File: src/rtl/program_loader.sv
// program_loader: buffers host program bytes and feeds them to the control block during its RAM-programming instruction cycles
module program_loader #(
  parameter int PROG_WORDS = 16,
  parameter int FIFO_DEPTH = 4
) (
  input  logic       clk,
  input  logic       reset,
  input  logic       start,
  input  logic [7:0] host_data,
  input  logic       host_valid,
  output logic       host_ready,
  input  logic       cpu_ready,
  input  logic       cpu_read_ui_in,
  input  logic       cpu_done_load,
  output logic       programming,
  output logic [7:0] load_data,
  output logic [3:0] load_addr,
  output logic       busy,
  output logic       done,
  output logic       underrun,
  output logic [2:0] fifo_level
);
  localparam int AW = $clog2(FIFO_DEPTH);
  localparam int LW = AW + 1;
  localparam int CW = $clog2(PROG_WORDS + 1);
  typedef enum logic [1:0] {IDLE, ARM, LOAD, FINISH} state_t;
  state_t        state;
  logic [7:0]    mem [FIFO_DEPTH];
  logic [AW-1:0] wr_ptr, rd_ptr;
  logic [LW-1:0] level;
  logic [CW-1:0] accepted;
  logic          push, pop, last;
  assign host_ready = (state == ARM || state == LOAD) && level != LW'(FIFO_DEPTH) && accepted < CW'(PROG_WORDS);
  assign push       = host_valid && host_ready;
  assign pop        = state == LOAD && cpu_done_load && level != '0;
  assign last       = load_addr == 4'(PROG_WORDS - 1);
  assign load_data  = level != '0 ? mem[rd_ptr] : 8'h00;
  assign busy       = state != IDLE;
  assign fifo_level = 3'(level);
  always_ff @(posedge clk)
    if (push) mem[wr_ptr] <= host_data;
  // programming only moves on cpu_ready edges so it never changes inside an instruction cycle
  always_ff @(posedge clk) begin
    if (reset) begin
      state       <= IDLE;
      programming <= 1'b0;
      done        <= 1'b0;
      underrun    <= 1'b0;
      load_addr   <= '0;
      wr_ptr      <= '0;
      rd_ptr      <= '0;
      level       <= '0;
      accepted    <= '0;
    end else begin
      done <= 1'b0;
      if (push) begin
        wr_ptr   <= wr_ptr + AW'(1);
        accepted <= accepted + CW'(1);
      end
      if (pop) rd_ptr <= rd_ptr + AW'(1);
      level <= level + LW'(push) - LW'(pop);
      case (state)
        IDLE: if (start) begin
          state     <= ARM;
          load_addr <= '0;
          accepted  <= '0;
          underrun  <= 1'b0;
          wr_ptr    <= '0;
          rd_ptr    <= '0;
          level     <= '0;
        end
        ARM: if (cpu_ready && level != '0) begin
          state       <= LOAD;
          programming <= 1'b1;
        end
        LOAD: begin
          if (cpu_read_ui_in && level == '0) underrun <= 1'b1;
          if (cpu_done_load) begin
            load_addr <= last ? 4'd0 : load_addr + 4'd1;
            if (last) state <= FINISH;
          end
        end
        FINISH: if (cpu_ready) begin
          state       <= IDLE;
          programming <= 1'b0;
          done        <= 1'b1;
        end
      endcase
    end
  end
endmodule

File: config.mk
export PLATFORM = sky130hd
export DESIGN_NAME = program_loader
export DESIGN_NICKNAME = d
export VERILOG_FILES = /design/src/rtl/program_loader.sv
export SDC_FILE = /design/constraint.sdc
export NUM_CORES = 1
export LEC_CHECK = 0
export ABC_AREA = 1
export CORE_ASPECT_RATIO = 1.5
export CORE_MARGIN = 3
export CORE_UTILIZATION = 58
export DETAILED_ROUTE_END_ITERATION = 7
export GPL_ROUTABILITY_DRIVEN = 0
export PLACE_DENSITY_LB_ADDON = 0.05
export SKIP_LAST_GASP = 1
export SYNTH_ARGS = -nofsm -noshare
export SYNTH_HDL_FRONTEND = slang
export SYNTH_SLANG_ARGS = --single-unit
File: constraint.sdc
create_clock -name clk -period 3.02 [get_ports clk]
set_input_delay 0.302 -clock clk [delete_from_list [all_inputs] [get_ports clk]]
set_output_delay 0.302 -clock clk [all_outputs]
set_load 0.01 [all_outputs]
## Word-level counts from Yosys, hierarchy flattened

Memory sizes are Yosys's and may differ from the RTL's. A register that Yosys moved wholly into a read port is not among the register bits.
Index checks and enable logic that the tools add are counted.

- Memories kept: 1
- Input port bits: 15
- Bits in writable memories: 32
- Bits in latches: 0
- Bits in registers: 21
- Memory bits (read-only): 0
- Output and inout port bits: 20

- Add/sub/neg operators: 6
- Reductions and logical operators: 19
- Multipliers: 0
- Magnitude comparators: 1
- Multiplexer cells: 32
- Shift-type cells: 0
- Equality and inequality tests: 11
- Divide/modulo/power cells: 0
- Bitwise gates (word level): 1

Memories:

| memory | words | width | rd ports | clocked after memory_dff | write ports | line | RTL |
|---|---|---|---|---|---|---|---|
| mem | 4 | 8 | 1 | 1 | 1 | 28 | `logic [7:0] mem [FIFO_DEPTH];` |

Operators with widths:

| operator | number |
|---|---|
| $mux 2 | 12 |
| $mux 5 | 3 |
| $mux 4 | 3 |
| $reduce_and 3->1 | 3 |
| $mux 8 | 1 |
| $ne 2x2->1 const B | 4 |
| $pmux 2 s4 | 1 |
| $pmux 4 s2 | 1 |
| $logic_and 1x1->1 | 7 |
| $mux 1 | 7 |
| $mux 3 | 2 |
| $reduce_bool 2->1 | 3 |
| $add 5x1->5 const B | 1 |
| $lt 5x5->1 const B | 1 |
| $reduce_and 5->1 | 1 |
| $add 2x1->2 const B | 2 |
| $add 4x1->4 const B | 1 |
| $eq 2x2->1 const B | 2 |
| $eq 4x4->1 const B | 1 |
| $ne 2x1->1 const B | 2 |
| $pmux 1 s2 | 2 |
| $add 3x1->3 | 1 |
| $logic_not 3->1 | 1 |
| $ne 3x3->1 const B | 1 |
| other kinds (7) | 7 |

## Logic depth before layout (Yosys ltp)

- Word-level depth: 9
- Gate-level depth with buffers: 16

## Worst setup path before layout

OpenSTA, ideal clock, no wires.

- Kind: register -> register
- Start: register state[0]
- End: register level[2] (netlist: fifo_level[2])
- Cell stages (with the launch flop): 17
- Arrival: 1989 ps
- Clock period less this slack: 2059 ps
- Setup time: 70 ps
- Setup slack: 961 ps
- Cells stage by stage: dfxtp_1 > inv_1 > ha_1 > inv_1 > nor2_2 > nand2_4 > inv_4 > nand2_4 > buf_6 > nand2_1 > nand2_1 > ha_1 > inv_1 > fa_1 > inv_1 > o21ai_0 > a21oi_1

- Cells in the longest elaborated chain, start to end: 9

RTL lines:

| element | line | RTL |
|---|---|---|
| start: declaration | 27 | `state_t state;` |
| start signal: assignment | 45 | `state <= IDLE;` |
| start signal: assignment | 64 | `state <= ARM;` |
| start signal: assignment | 73 | `state <= LOAD;` |
| $eq 2x1->1 / $eq 2x2->1 (equally long branches) | 33 | `assign host_ready = (state == ARM \|\| state == LOAD) && level != LW'(FIFO_DEPTH) && accepted < CW'(PROG_WORDS);` |
| $logic_or 1x1->1 (*) | 33 |  |
| $logic_and 1x1->1 (*) (2 in a row) | 33 |  |
| via host_ready | 11 | `output logic host_ready,` |
| $logic_and 1x1->1 (*) | 34 | `assign push = host_valid && host_ready;` |
| $add 3x1->3 (*) | 61 | `level <= level + LW'(push) - LW'(pop);` |
| $sub 3x1->3 (*) | 61 |  |
| $mux 3 | 63 | `IDLE: if (start) begin` |
| $mux 3 (*) | 62 | `case (state)` |
| end signal: assignment | 61 |  |
| end: declaration | 30 | `logic [LW-1:0] level;` |

Mark *: on every way through the listed nets, which the timed path passes. The rest lies on a longest branch.
A chain may end at the register's enable or synchronous reset.

==> flow_summary.toml <==
[synthesis]
synth-seq-area-share = 0.554
synth_area_um2 = 2490
postSynthCellCount = 272
ys_top_cells_by_count = "nor2_1 (52), nand2_1 (38), inv_1 (34)"
synth_warnings = 0
synthFlopType = "edfxtp_1"
ys_ff_latch = 53
post_synth_num_cell_types = 29
synth_area_leaders = "edfxtp_1 (39%), dfxtp_1 (17%), nor2_1 (7.8%), ha_1 (6.0%), nand2_1 (5.7%)"
synth_top_area_frac = 0.385
synth_edf_count = 32
async_flop_share = 0
synth_area_per_cell_um2 = 9.17
syn-num-nets = 300
yosysMostFrequentCell = "nor2_1"
synth_area_leader_cell = "edfxtp_1"

[drt]
initialDrtViolationCount = 63
num_vias = 1849
drt_pass1_iterations = 6
ant_nets = 0
drc_errors = 0
routed_wl_um = 4810
via_per_inst = 5.22
wl_per_cell_um = 13.6

[timing]
max_freq_mhz = 398
slew_violations = 0
hold_viol = 0
period_share = 0.831
rsz0062_at_grt = "no"
worst_slew_pin_slew_ns = 0.823
skew_ns = 0.00476
tns_ns = 0
finalSetupViolCount = 0
relSlewSlack = 0.449
fin_crit_ns = 2.51

[worst_hold_path]
hp-class = "register to register"

[finish]
nFillCells = 316
fin_nets = 336
fin_util = 0.730
area_growth_pct = 18.0
drive_above_1_share = 0.0809
fin_cells = 354
n_antenna_cell = 0

[floorplanning]
dieArea_um2 = 5140
rows = 28
die_h_um = 86.3
start_util = 0.619
die-width_um = 59.6
ios = 35
core_area_um2 = 4030

[pwr]
power.density_nw_per_um2 = 736
ir_drop_mv = 0.651
p_leak_nw = 1.16

[clock_network]
clk_latency_ns = 0.30
clock-root-buffer = "clkbuf_8"
cts_tree = "built"
clockBufferDepth = 2
numCtsBuffers = 5
holdBufCountCts = 0
h-tree-depth = 2
cts_setup_buffers = 0
clock-sinks = 53
post_cts_resized = 0
clkTransAtPathRegs_ns = 0.09

[grt]
antenna_found_initial = 0
grt_use_total = 0.201
use_met2 = 0.378
grt_pass1_wl_um = 7890
gr-usage-met3 = 0.0417
grt_max_degree = 19
gr-max-usage-layer = "met2"
first_global_vias = 1834
gr-total-overflow = 0
grt_use_met1 = 0.218

[status]
outcome = "complete, no violations"

[place]
dp.cells = 346
portBuffers = 34
dpl.hpwl_um = 3470

[setup_path]
r2r_slack_ns = 0.79
start_kind = "register"
critPathRequiredTime_ns = 2.72
crit_type = "register to output port"
cp.arrival_ns = 2.21
endpoint_kind = "output port"
crit_fanout = 18

[flow_run]
max-cap-violations = 0
## cell usage in the layout, fill, tap and decap left out, types with 2 or more instances in the layout
cell type / instances
inv_2: 2
clkbuf_8: 5
clkinvlp_4: 2
nand2_4: 2
nor2_2: 5
edfxtp_1: 32
o21ai_1: 3
nand3_1: 7
inv_1: 34
o21ai_0: 20
ha_1: 12
nand2_1: 38
clkdlybuf4s50_1: 34
nor2_1: 52
nand2_2: 5
dfxtp_1: 21
a21oi_1: 20
nand4_1: 3
## layer usage
| layer | share of wire | routed length (um) |
|---|---|---|
| met1 | 0.39 | 1880 |
| met2 | 0.55 | 2670 |
| met3 | 0.039 | 189 |
| met4 | 0.016 | 75 |
| met5 | 0 | 0 |
## worst max-delay path: stages (launching register included)
cell	delay [ns]
dfxtp_1	0.74
inv_2	0.28
o21ai_0	0.29
a21oi_1	0.11
clkdlybuf4s50_1	0.49
## report_power, final
| group | leakage (nW) | total [W] | internal, W | switching (W) |
|---|---|---|---|---|
| clock network | 0.0374 | 0.000392 | 0.000164 | 0.000228 |
| registers | 0.460 | 0.000924 | 0.000867 | 0.0000567 |
| logic | 0.661 | 0.000851 | 0.000345 | 0.000507 |
| total | 1.16 | 0.00217 | 0.00138 | 0.000791 |
## worst paths after layout
path | start | end | depth (start not counted)
setup / recovery | rd_ptr[0] | load_data[1] | 4
hold / removal | accepted[2] | accepted[2] | 2
setup reg to reg | state[0] | fifo_level[2] | 14
hold reg to reg | accepted[2] | accepted[2] | 2
## flip-flops by register name, summed over array words and instances, names as in the netlist
name,cells
programming,1
wr_ptr,2
load_addr,4
accepted,5
done,1
mem,32
state,2
rd_ptr,2
fifo_level,3
underrun,1
## logic make-up after synthesis
kind of cell             synth area share
flip-flops                          0.554
AND/OR/NAND/NOR                     0.196
AO/OA/AOI/OAI                      0.0993
buffers and inverters              0.0757
adder cells (fa/ha/maj)            0.0682
XOR/XNOR                          0.00702
## through the flow
stage / setup WS (ns) / hold slack (ns) / instance area, um^2 / total power, W
floorplan: 0.961 / 0.371 / 2490 / 0.00153
CTS: 0.494 / 0.474 / 2940 / 0.00218
detailed placement: 0.795 / 0.460 / 2860 / 0.00180
global placement: 0.897 / 0.454 / 2860 / 0.00178
global route: 0.339 / 0.492 / 2940 / 0.00233
finish: 0.510 / 0.471 / 2940 / 0.00217
## cell type report
type,count,area [um^2],area share
timing repair buffer,35,348,0.118
multi-input combinational,175,925,0.314
sequential,53,1380,0.469
inverter,38,145,0.0493
clock inverter,2,15.0,0.00510
clock buffer,6,72.6,0.0247
tap,45,56.3,0.0191
Power figures use the tool's default switching activity.
